$ cat src/rtl/ocp_rd_resp_back_end_pkg.sv
`default_nettype none
// +----------------------------------------------------------------------------+
// | Module   : ocp_rd_resp_back_end_pkg                                        |
// | Purpose  : Shared OCP response codes and packed AXI-side packet types.     |
// | Revision : 1.0  initial release                                            |
// +----------------------------------------------------------------------------+
package ocp_rd_resp_back_end_pkg;

    localparam int c_DATA_W    = 32;
    localparam int c_ID_W      = 4;
    localparam int c_ADDR_W    = 32;
    localparam int c_MAX_BEATS = 16;
    localparam int c_LEN_W     = $clog2(c_MAX_BEATS);

    typedef enum logic [1:0] {
        OCP_NULL = 2'b00,
        OCP_DVA  = 2'b01,
        OCP_FAIL = 2'b10,
        OCP_ERR  = 2'b11
    } ocp_resp_e;

    // Word 0 occupies the least significant DATA_W bits of the packet.
    typedef struct packed {
        logic [c_ID_W-1:0]                     id;
        logic [c_LEN_W-1:0]                    length;
        logic [c_MAX_BEATS-1:0][c_DATA_W-1:0]  d;
    } axi_data_pkt;

    typedef struct packed {
        logic [c_ID_W-1:0]   id;
        logic [c_ADDR_W-1:0] addr;
        logic [c_LEN_W-1:0]  length;
    } axi_addr_pkt;

    typedef struct packed {
        axi_addr_pkt a;
        axi_data_pkt w;
    } axi_addr_data_pkt;

endpackage
`default_nettype wire

$ cat src/rtl/ocp_rd_resp_back_end.sv
`default_nettype none
// +----------------------------------------------------------------------------+
// | Module   : ocp_rd_resp_back_end                                            |
// | Purpose  : Serialises one packed read packet into 1..MAX_BEATS OCP DVA     |
// |            beats, honouring MRespAccept backpressure.                      |
// | Revision : 1.0  initial release                                            |
// +----------------------------------------------------------------------------+
module ocp_rd_resp_back_end
    import ocp_rd_resp_back_end_pkg::*;
#(
    parameter int DATA_W    = c_DATA_W,
    parameter int ID_W      = c_ID_W,
    parameter int MAX_BEATS = c_MAX_BEATS
) (
    input  logic               clk,
    input  logic               rst,
    input  logic               rd_resp_pkt_vld,
    input  axi_data_pkt        rd_resp_pkt,
    output logic               rd_resp_pkt_rdy,
    output logic [1:0]         SResp,
    output logic [DATA_W-1:0]  SData,
    output logic               SRespLast,
    output logic [ID_W-1:0]    STagID,
    input  logic               MRespAccept
);

    localparam int c_CNT_W = $clog2(MAX_BEATS);

    typedef enum logic [0:0] {
        S_IDLE = 1'b0,
        S_SEND = 1'b1
    } state_e;

    state_e                           r_state, w_state_nxt;
    ocp_resp_e                        r_sresp, w_sresp_nxt;
    logic [DATA_W-1:0]                r_sdata, w_sdata_nxt;
    logic                             r_last,  w_last_nxt;
    logic [ID_W-1:0]                  r_tag,   w_tag_nxt;
    logic [c_CNT_W-1:0]               r_bcnt,  w_bcnt_nxt;
    logic [c_CNT_W-1:0]               r_len;
    logic [MAX_BEATS-1:0][DATA_W-1:0] r_data;

    logic               w_beat_acc;
    logic               w_take;
    logic [c_CNT_W-1:0] w_bcnt_inc;

    assign w_beat_acc      = (r_sresp == OCP_DVA) && MRespAccept;
    assign rd_resp_pkt_rdy = !rst && ((r_state == S_IDLE) || (w_beat_acc && r_last));
    assign w_take          = rd_resp_pkt_vld && rd_resp_pkt_rdy;
    assign w_bcnt_inc      = r_bcnt + 1'b1;

    assign SResp     = r_sresp;
    assign SData     = r_sdata;
    assign SRespLast = r_last;
    assign STagID    = r_tag;

    // Beat 0 is driven straight from the incoming packet so the first beat
    // needs no extra cycle; later beats come from the holding register.
    always_comb begin
        w_state_nxt = r_state;
        w_sresp_nxt = r_sresp;
        w_sdata_nxt = r_sdata;
        w_last_nxt  = r_last;
        w_tag_nxt   = r_tag;
        w_bcnt_nxt  = r_bcnt;
        if (w_take) begin
            w_state_nxt = S_SEND;
            w_sresp_nxt = OCP_DVA;
            w_sdata_nxt = rd_resp_pkt.d[0];
            w_tag_nxt   = rd_resp_pkt.id;
            w_last_nxt  = (rd_resp_pkt.length == '0);
            w_bcnt_nxt  = '0;
        end else if (r_state == S_SEND && w_beat_acc) begin
            if (!r_last) begin
                w_bcnt_nxt  = w_bcnt_inc;
                w_sdata_nxt = r_data[w_bcnt_inc];
                w_last_nxt  = (w_bcnt_inc == r_len);
            end else begin
                w_state_nxt = S_IDLE;
                w_sresp_nxt = OCP_NULL;
                w_last_nxt  = 1'b0;
                w_bcnt_nxt  = '0;
            end
        end
    end

    always_ff @(posedge clk) begin
        if (rst) begin
            r_state <= S_IDLE;
            r_sresp <= OCP_NULL;
            r_sdata <= '0;
            r_last  <= 1'b0;
            r_tag   <= '0;
            r_bcnt  <= '0;
        end else begin
            r_state <= w_state_nxt;
            r_sresp <= w_sresp_nxt;
            r_sdata <= w_sdata_nxt;
            r_last  <= w_last_nxt;
            r_tag   <= w_tag_nxt;
            r_bcnt  <= w_bcnt_nxt;
        end
    end

    // Holding copy lets upstream move on as soon as the packet is taken.
    always_ff @(posedge clk) begin
        if (rst) begin
            r_len  <= '0;
            r_data <= '0;
        end else if (w_take) begin
            r_len  <= rd_resp_pkt.length;
            r_data <= rd_resp_pkt.d;
        end
    end

endmodule
`default_nettype wire

$ cat config.mk
export PLATFORM = sky130hd
export DESIGN_NAME = ocp_rd_resp_back_end
export DESIGN_NICKNAME = d
export VERILOG_FILES = /design/src/rtl/ocp_rd_resp_back_end_pkg.sv /design/src/rtl/ocp_rd_resp_back_end.sv
export SDC_FILE = /design/constraint.sdc
export NUM_CORES = 1
export LEC_CHECK = 0
export CAP_MARGIN = 0
export CELL_PAD_IN_SITES_DETAIL_PLACEMENT = 1
export CELL_PAD_IN_SITES_GLOBAL_PLACEMENT = 1
export CORE_MARGIN = 2
export CORE_UTILIZATION = 30
export DETAILED_ROUTE_END_ITERATION = 6
export PLACE_DENSITY_LB_ADDON = 0.1
export SLEW_MARGIN = 20
export SYNTH_ARGS = -nofsm -noshare
export SYNTH_HDL_FRONTEND = slang
export SYNTH_SLANG_ARGS = --single-unit
$ cat constraint.sdc
create_clock -name clk -period 2.5 [get_ports clk]
set_clock_uncertainty 0.1 [all_clocks]
set_input_delay 0.375 -clock clk [delete_from_list [all_inputs] [get_ports clk]]
set_output_delay 0.375 -clock clk [all_outputs]
set_load 0.03 [all_outputs]
==> impl_table.tex <==
\begin{tabular}{lr}
\hline
Metric & Value \\
\hline
\multicolumn{2}{l}{\textbf{Synth}} \\
Count of flip-flops with a built-in enable after synthesis & 0 \\
Simple-gate portion of the synthesized area & around 22\% \\
Distinct cells, synth & 37 \\
Post-Synth Adder-Cell Area & less than 1\% \\
Main combinational cell family by area after synthesis & simple AND/OR/NAND/NOR gates \\
Post-synth ARST share & 0\% \\
Synth top area share & roughly 46\% \\
Post-synthesis cell count & around 2700 \\
Area contributors post-synth & dfxtp\_1, nand2b\_1, mux4\_2, o21ai\_0, nand2\_1 \\
Xor/xnor share of the synthesized area & less than 1\% \\
Synth area leader & dfxtp\_1 \\
Most used flip-flop cell after synthesis & dfxtp\_1 \\
Count of yosys warnings during synthesis & 0 \\
Share of cell area taken by muxes after synthesis & between 10\% and 20\% \\
Mapped Nets & between 3000 and 4000 \\
Average instance area after synthesis & just over 9 µm² \\
Combined area of all synthesized cells & $\sim$0.024 mm² \\
Register bit total from synthesis & approximately 560 \\
Post-synthesis compound-gate area fraction & between 10 and 15\% \\
Register area share after synthesis & a little under half \\
\multicolumn{2}{l}{\textbf{Floorplanning}} \\
Horiz. Die Dim & approximately 290 µm \\
Floorplan die height & approximately 290 µm \\
Number of placed I/O pins & $\sim$560 \\
Initial cell density of the core & 30.2\% \\
Core ar. & between 0.08 and 0.09 mm² \\
Die footprint & around 0.083 mm² \\
Row cnt & approximately 100 \\
\multicolumn{2}{l}{\textbf{Setup path}} \\
Maximum net fanout on the critical path & 39 \\
Crit start category & register \\
Critical setup path kind & register to register \\
Required time at the worst-slack endpoint & between 2000 and 3000 ps \\
Kind of capture point of the worst setup path & register \\
Worst Reg-to-Reg Cells & 6 \\
Data arrival, critical path & 2730 ps \\
\multicolumn{2}{l}{\textbf{Detailed routing}} \\
Drt total wl & 96000 µm \\
Via density per instance & 4.85 \\
Overall via count from detail\_route & around 21000 \\
Antenna violation net count after detailed routing & 0 \\
DRC marker count from the first detailed-route iteration & roughly 1100 \\
Drt drc & 0 \\
Number of search-and-repair iterations in the first detailed-routing pass & 5 \\
Wire per inst & around 22 µm \\
\multicolumn{2}{l}{\textbf{Timing}} \\
Tmin final & between 2000 and 2500 ps \\
Max Clk Rate & between 400 and 500 MHz \\
Hold Fails Final Rpt & 0 \\
Count of endpoints failing setup in the final report & 0 \\
Relative max-transition margin & between 20\% and 30\% \\
Total negative setup slack & 0 ps \\
Setup repair after global routing missed its margin & false \\
Hold\_ws & 211 ps \\
Share of the clock period used by the worst path after layout & between 90\% and 100\% \\
Transition time at the pin with the least slew margin & 1080 ps \\
Number of max-slew violations in the final report & 0 \\
\multicolumn{2}{l}{\textbf{Clock tree}} \\
Depth of the CTS H-tree & 3 \\
Worst-skew pair later-pin latency & 600 ps \\
CTS root buf & clkbuf\_16 \\
Maximum clock insertion buffer count & 3 \\
Post-CTS Hold Buffers & 0 \\
Clock tree from TritonCTS & done \\
Clk sinks & about 560 \\
TritonCTS buffer count & between 60 and 70 \\
Post-CTS Setup Bufs & 0 \\
Clock transition at the registers of the reported paths & approximately 60 ps \\
Resized cells post-CTS & 1 \\
\multicolumn{2}{l}{\textbf{Placed design}} \\
Number of cells in the design after placement & 4141 \\
Placer's final routability congestion estimate & a little over 0.8 \\
Number of I/O port buffers & $\sim$560 \\
Detailed Place HPWL & a little over 70000 µm \\
\multicolumn{2}{l}{\textbf{Hold path}} \\
Worst Hold Depth & 3 \\
Worst min path class & input port to register \\
\multicolumn{2}{l}{\textbf{Power and ir drop}} \\
Worst voltage drop across the vdd grid & between 400 and 500 µV \\
Total power per unit cell area & around 680 mW/mm² \\
Lkg Pwr & around 12 nW \\
Pwr Total & about 23 mW \\
\multicolumn{2}{l}{\textbf{Cells and area}} \\
Fillers & roughly 9100 \\
Final instance count without filler cells & between 4000 and 5000 \\
Total Nets Final & 3675 \\
End-of-flow core utilization & between 40\% and 50\% \\
Ratio of cells with drive above 1 in the final layout & approximately a tenth \\
Synth-to-layout area growth & 38.2\% \\
\multicolumn{2}{l}{\textbf{Global route}} \\
Global-route congestion overflow total & 0 \\
Global-route wire length before repair & $\sim$140000 µm \\
Total routing resource utilization after global routing & roughly 22\% \\
Number of antenna violations at the first check in global routing & 32 \\
Maximum number of pins on one net before global-route repair & roughly 250 \\
Via count of the first global-routing pass & approximately 22000 \\
\multicolumn{2}{l}{\textbf{Status}} \\
Run status & finished clean \\
\multicolumn{2}{l}{\textbf{Run}} \\
Max Cap Violations & 0 \\
\hline
\end{tabular}
==> placed cells by master, fill, tap and decap left out, types with 12 or more instances in the layout <==
master and instances:
mux4_2 128, o22ai_1 14, mux2i_1 47, nand3b_1 12
clkdlybuf4s50_1 560, diode_2 15, o22a_1 17, nand2_1 542
buf_4 56, buf_12 34, clkbuf_1 17, clkbuf_16 68
a22o_1 19, dfxtp_1 557, nand2b_1 495, o21ai_0 509
a22oi_1 22, nor3_1 19, clkbuf_8 12, a32o_1 14
==> flip-flops by register name (all words and copies together), names as in the netlist <==
signal     cells
SRespLast      1
r_data       512
r_bcnt         4
SData         32
SResp          1
r_len          4
STagID         4
==> cells by family after synthesis <==
family | after synthesis
adders and majority gates | 1
AOI/OAI and AO/OA | 601
other | 1
and+or+nand+nor | 1084
buffers and inverters | 227
muxes | 177
xor gates and xnor gates | 7
DFF | 558
==> critical path, cell delays in order (launching register included) <==
cell,delay [ps]
dfxtp_4,390
buf_12,280
mux4_2,660
mux2i_2,330
buf_4,180
a32o_1,150
nor3_1,50
==> cell usage after synthesis, drive strengths merged (5+ instances only) <==
| cell | n |
|---|---|
| a22o | 19 |
| a22oi | 22 |
| a32o | 14 |
| buf | 72 |
| clkbuf | 154 |
| dfxtp | 558 |
| mux2i | 48 |
| mux4 | 128 |
| nand2 | 542 |
| nand2b | 495 |
| nand3b | 12 |
| nor2 | 11 |
| nor3 | 19 |
| o21ai | 509 |
| o22a | 17 |
| o22ai | 14 |
| xnor2 | 5 |
==> report_power, final <==
part | switching [mW] | total [mW] | internal, mW
Sequential | 0.375 | 9.92 | 9.55
Clock | 3.91 | 9.45 | 5.55
Combinational | 1.58 | 3.36 | 1.78
==> worst paths after layout <==
| check | start | to | slack (ps) |
|---|---|---|---|
| min reg2reg | r_data[483] | r_data[483] | 370 |
| max | r_bcnt[0] | SData[9] | 100 |
| max reg2reg | r_bcnt[0] | SData[9] | 100 |
| min | rst | SResp[0] | 210 |
==> cell type report <==
cell class                      instances  area (µm²)  area share, %
Clock buffer                           97        1930           5.76
Clock inverter                         16         148          0.440
Multi-Input combinational cell       1871       12200           36.4
Sequential cell                       558       11200           33.3
Tap cell                             1060        1330           3.95
Antenna cell                           15        37.5          0.112
Timing Repair Buffer                  651        6720           20.0
Inverter                                1        3.75         0.0112
==> metal layers <==
layer  track usage [%]  wire length [µm]  up-vias
met1              27.5             40500    10000
met5                 0               204        -
met2              38.7             47300      487
met4              8.35              3190       32
li1                  -                 -    10000
met3              4.62              4870      150
==> per-stage QoR <==
step	setup WS (ps)	cell area, µm²
floorplan	331	24300
global placement	40.1	31400
detailed placement	19.7	31400
CTS	101	33500
global route	13.1	33500
finish	97.6	33500
Note: power is estimated with default switching activity, not from simulation.
==> edit 1 (same flow settings) <==
`c_ID_W`: 4 -> 6.
--- a/src/rtl/ocp_rd_resp_back_end_pkg.sv
+++ b/src/rtl/ocp_rd_resp_back_end_pkg.sv
@@ -9,3 +9,3 @@
     localparam int c_DATA_W    = 32;
-    localparam int c_ID_W      = 4;
+    localparam int c_ID_W      = 6;
     localparam int c_ADDR_W    = 32;
Ports: changed (resized STagID and rd_resp_pkt); port bits go from 564 to 568. The function was not compared with the original's and may differ.
==> edit 1 against the original RTL <==
  * Die area grew 0.29%
  * Setup slack got worse by 0.049 ns
  * Global-route usage up 0.20 points
  * Critical endpoint is now SData[4]
  * Count of clock-buffer cells in the layout up 3
  * Highest routed layer unchanged
  * Design area increased by 1.4%
  * Clock power rose by 8%
  * Total power up 3.9%
  * Sequential cell count grew 2
  * Routed wire length increased by 0.86%
  * Combinational power increased by 2%
  * Worst hold slack improved by 0.0099 ns
  * Area after synthesis up 0.29%
==> edit 1: results (changes against the original RTL) <==
Power and ir drop
  • Leak pwr: 11.75 nW (was 11.52 nW)
  • VDD IR max: 0.0003852 V (was 0.0004568 V)

Synth
  • Synth top area cells: dfxtp_1, nand2b_1, mux4_2, o21ai_0, nand2_1 (unchanged)
  • Synth Area in Compound Gates: 13.54% (was 13.58%)
  • Asr flop ratio synth: 0% (unchanged)
  • Yosys warns: 0 (unchanged)
  • Synth unique cells: 37 (unchanged)
  • Seq/Total Area, Yosys: 46.05% (was 46.02%)
  • Adder-cell share of the synthesized area: 0.05140% (was 0.05155%)
  • Syn_nets: 3193 (was 3181)
  • Synth cell count leaders: dfxtp_1, nand2_1, o21ai_0 (unchanged)
  • Post-Synth XOR/XNOR Area: 0.3598% (was 0.3608%)
  • Mux cell area share after synthesis: 13.86% (was 13.90%)

Timing
  • Final setup viols: 0 (unchanged)
  • Max-slew headroom: 42.82% (was 28.03%)

Cells and area
  • Flip-flop count of the largest register after layout: 512 (unchanged)
  • Nets@finish: 3697 (was 3675)
  • P&R area growth vs syn: 39.64% (was 38.18%)
  • Layout cell share with drive strength beyond 1: 10.70% (was 10.14%)
  • Largest reg by FF count: r_data (unchanged)

Global routing
  • Global-route wire length before repair: 140200 um (was 138000 um)
  • Antenna violations before repair: 25 (was 32)
  • Largest net degree at the start of global routing: 243 (was 251)
  • Vias in the first global route: 22310 (was 21850)
  • Gr usage total: 22.62% (was 22.42%)

Setup path
  • Worst EP arrival: 2.80 ns (was 2.73 ns)
  • CP max FO: 34 (was 39)

Clock tree
  • CTS root buffer: clkbuf_16 (unchanged)
  • Total CTS buffers: 68 (was 67)
  • Post-CTS resize count: 0 (was 1)
  • Worst-path clk slew: 0.06 ns (about the same)
  • Largest buffer count on any clock path: 3 (unchanged)
  • Worst-skew pair later-pin latency: 0.60 ns (about the same)
  • H-tree depth: 3 (unchanged)
  • Cts hold-fix bufs: 1 (was 0)
  • Post-CTS Setup Bufs: 0 (unchanged)

Place
  • Final GP Congestion: 0.8164 (was 0.8284)
  • Count of buffers from port buffering: 566 (was 562)
  • Detail Placement HPWL: 72540 um (was 72600 um)
  • Pre-CTS setup slack: -0.1654 ns (was 0.01974 ns)

Worst hold path
  • Worst Hold Class: in2reg (unchanged)

Drt
  • Starting DRT DRC Count: 1361 (was 1115)
  • Vias per cell: 4.857 (was 4.854)
  • Detailed Routing Iterations Pass 1: 5 (unchanged)
  • WL/cell: 22.53 um (was 22.49 um)

Outcome
  • Status: completed (unchanged)
## edit 1: changes by cell type after synthesis, sizes merged
cell    before  now
nand3b      12   14
buf         72   73
dfxtp      558  560
nand2      542  546
clkbuf     154  155
## edit 1: critical path: stages (launching register included)
cell and delay [ns]:
dfxtp_4 0.39, ha_4 0.39, buf_12 0.26, mux4_2 0.44
mux2i_1 0.43, a32o_1 0.21, nor3_1 0.05
## edit 1: where the power goes
| group | leakage, nW | internal [mW] | switching (mW) |
|---|---|---|---|
| combinational | 5.98 | 1.81 | 1.62 |
| sequential | 4.62 | 9.58 | 0.360 |
| clock | 1.15 | 6.17 | 4.08 |
| total | 11.7 | 17.6 | 6.06 |
## edit 1: final cells by class
cell class,count,area [um2]
inverters,1,3.754
well taps,1060,1326
clock inverters,25,284.0
multi-input cells,1877,12240
repair buffers,662,6867
clock buffers,100,2027
flip-flops and latches,560,11210
diodes,13,32.53
fillers,9018,46420
## edit 1: metal layers
layer  track usage (%)  vias up  wire length [um]
met2             38.42      525             46980
li1                  -    10090                 -
met3             4.953      153              6062
met4             8.402       20              3183
met5                 0        -               128
met1             28.10    10090             40490
## edit 1: through the flow
step	total power, mW	area [um2]	util (%)	cells
2_1_floorplan	11.58	24340	-	2666
3_3_place_gp	13.51	31630	39.33	4159
3_5_place_dp	13.59	31630	39.33	4159
4_1_cts	23.95	33950	42.21	4285
5_1_grt	24.60	33980	42.25	4292
6_report	23.61	34000	42.27	4298
## edit 1: final timing paths
| path | start | end | slack, ns | depth (start not counted) |
|---|---|---|---|---|
| max | r_bcnt[0] | SData[4] | 0.05 | 6 |
| min | rd_resp_pkt[96] | r_data[96] | 0.22 | 3 |
| max reg2reg | r_bcnt[0] | SData[4] | 0.05 | 6 |
| min reg2reg | r_data[509] | r_data[509] | 0.37 | 2 |
==> edit 2 (same settings) <==
Made on the original files. `r_sdata` no longer has a reset.
--- a/src/rtl/ocp_rd_resp_back_end.sv
+++ b/src/rtl/ocp_rd_resp_back_end.sv
@@ -90,3 +90,2 @@
             r_sresp <= OCP_NULL;
-            r_sdata <= '0;
             r_last  <= 1'b0;
@@ -97,3 +96,2 @@
             r_sresp <= w_sresp_nxt;
-            r_sdata <= w_sdata_nxt;
             r_last  <= w_last_nxt;
@@ -102,2 +100,6 @@
         end
+    end
+
+    always_ff @(posedge clk) begin
+        r_sdata <= w_sdata_nxt;
     end
Behaviour: differs if rst is asserted again (counterexample within 4 cycles, from zero or initial values and one cycle with rst high); with rst held inactive, the same outputs for 4 cycles.
==> edit 2 against the original RTL <==
  * First-iteration DRC count decreased by 7.4%
  * Global-route usage rose by 0.078 points
  * Routed wire length rose by 0.39%
  * Sequential cell count unchanged
  * Area after synthesis up 1.0%
  * Via count shrank 0.11%
  * Design area increased by 3.0%
  * Critical endpoint is now SData[18]
  * Setup slack worse by 0.051 ns
  * Non-clock buffer count is 53 higher
  * Fmax is 2.1% lower
  * Largest cell class unchanged
  * Critical path type unchanged
  * Total power grew 2.8%
  * Utilization increased by 1.0 points
==> edit 2: results (changes against the original RTL) <==
Timing
  • Hold WS: 0.1279 ns (was 0.2110 ns)
  • Worst Max-Slew Pin Slew: 0.9506 ns (was 1.080 ns)
  • Final setup margin: 0.04625 ns (was 0.09759 ns)
  • Final number of hold-violating endpoints: 0 (unchanged)

Setup path
  • Reg-to-Reg End: SData[18] (was SData[9])
  • CP max FO: 11 (was 39)
  • R2R Setup Slk: 0.05 ns (was 0.1 ns)
  • R2R cell count: 7 (was 6)

Synth
  • Synth cell count leaders: dfxtp_1, nand2_1, nand2b_1 (was dfxtp_1, nand2_1, o21ai_0)
  • Number of synthesized flops with an enable pin: 32 (was 0)
  • Adder-cell share of the synthesized area: 0.05104% (was 0.05155%)
  • Syn_nets: 3126 (was 3181)
  • Post-Synth XOR/XNOR Area: 0.3113% (was 0.3608%)
  • Synth unique cells: 33 (was 37)
  • Mux cell area share after synthesis: 14.41% (was 13.90%)
  • Syn_area_per_cell: 9.426 um2 (was 9.139 um2)
  • Synth Area in Compound Gates: 12.42% (was 13.58%)
  • Seq/Total Area, Yosys: 46.87% (was 46.02%)
  • Cells after Synth: 2601 (was 2656)
  • Synth top area cells: dfxtp_1, nand2b_1, mux4_2, nand2_1, o21ai_1 (was dfxtp_1, nand2b_1, mux4_2, o21ai_0, nand2_1)

Cells and area
  • Layout cell share with drive strength beyond 1: 12.43% (was 10.14%)
  • Ant diodes: 13 (was 15)
  • Register area: 11490 um2 (was 11170 um2)
  • Non-Clock Buffer Count: 704 (was 651)
  • P&R area growth vs syn: 40.88% (was 38.18%)
  • Comb_multi_in: 1818 (was 1871)
  • Non-clk buf share: 21.12% (was 20.04%)
  • Non-clk invs: 0 (was 1)
  • Clock buf/inv share: 6.416% (was 6.196%)
  • Clkbuf count: 108 (was 97)
  • Fraction of area in multi-input gates: 35.25% (was 36.37%)
  • Nets@finish: 3675 (unchanged)
  • Layout fillers: 9024 (was 9085)

Drt
  • Final WL: 96390 um (was 96020 um)
  • Via count: 20700 (was 20720)
  • Starting DRT DRC Count: 1032 (was 1115)
  • WL/cell: 22.55 um (was 22.49 um)

Place
  • Final GP Congestion: 0.8225 (was 0.8284)
  • Detail Placement HPWL: 73230 um (was 72600 um)
  • Inst Count DP: 4125 (was 4141)
  • Pre-CTS setup slack: -0.2219 ns (was 0.01974 ns)

Global routing
  • Largest net degree at the start of global routing: 226 (was 251)
  • Vias in the first global route: 22140 (was 21850)
  • Gr usage total: 22.50% (was 22.42%)
  • Global-route wire length before repair: 141600 um (was 138000 um)
  • Antenna violations before repair: 35 (was 32)

Power and ir drop
  • Leak pwr: 12.24 nW (was 11.52 nW)
  • VDD IR max: 0.0004761 V (was 0.0004568 V)

Clock tree
  • Total CTS buffers: 68 (was 67)

Outcome
  • Status: completed (unchanged)
[edit 2: cell types whose count changed after synthesis, sizes merged, moves of 13 or more]
cell    change
dfxtp      -32
nor3       +49
o21ai      -21
a211o      +32
clkbuf     -35
mux2i      +17
buf        +34
a22o       +13
a22oi      -20
nand2      -53
edfxtp     +32
a32o       -14
o22a       -17
o22ai      -14
[edit 2: metal layers]
metal	part of all wire (%)	track usage, %	vias up
met3	6.1	5.591	171
met4	3.3	8.498	44
met2	50	39.01	496
met5	0.29	0	-
met1	41	26.82	9996
li1	-	-	9993
[edit 2: worst max-delay path, stage by stage, from the launching register on]
cell     delay [ns]
dfxtp_4        0.41
buf_12         0.18
buf_4          0.16
mux4_2         0.60
mux2i_4        0.28
buf_6          0.15
nor3_1         0.05
a211o_1        0.24
[edit 2: power breakdown]
group | internal [mW] | switching (mW)
Combinational | 1.92 | 1.64
Sequential | 9.66 | 0.358
Clock | 5.79 | 4.00
[edit 2: cell families (layout without fill, tap and decap cells)]
family / count (synthesis) / count (layout)
flip-flops: 558 / 558
AND/OR/NAND/NOR: 1058 / 1058
multiplexers: 193 / 193
XOR/XNOR: 7 / 7
AO/OA/AOI/OAI: 558 / 558
buffers and inverters: 225 / 826
other: 1 / 14
adder cells (fa/ha/maj): 1 / 1
[edit 2: worst min-delay path by stage]
stage                start  cells past startpoint           to
6_report               rst                      3     SResp[0]
5_1_grt                rst                      4    STagID[1]
4_1_cts                rst                      5    STagID[1]
3_5_place_dp   r_data[410]                      2  r_data[410]
3_3_place_gp   r_data[116]                      2  r_data[116]
2_1_floorplan    r_data[0]                      1    r_data[0]
[edit 2: timing repair]
action | in CTS | in global routing
gates resized for setup | 24 | 14
gates cloned | 0 | 1
setup endpoints to repair | 12 | 28
buffers inserted | 0 | 14
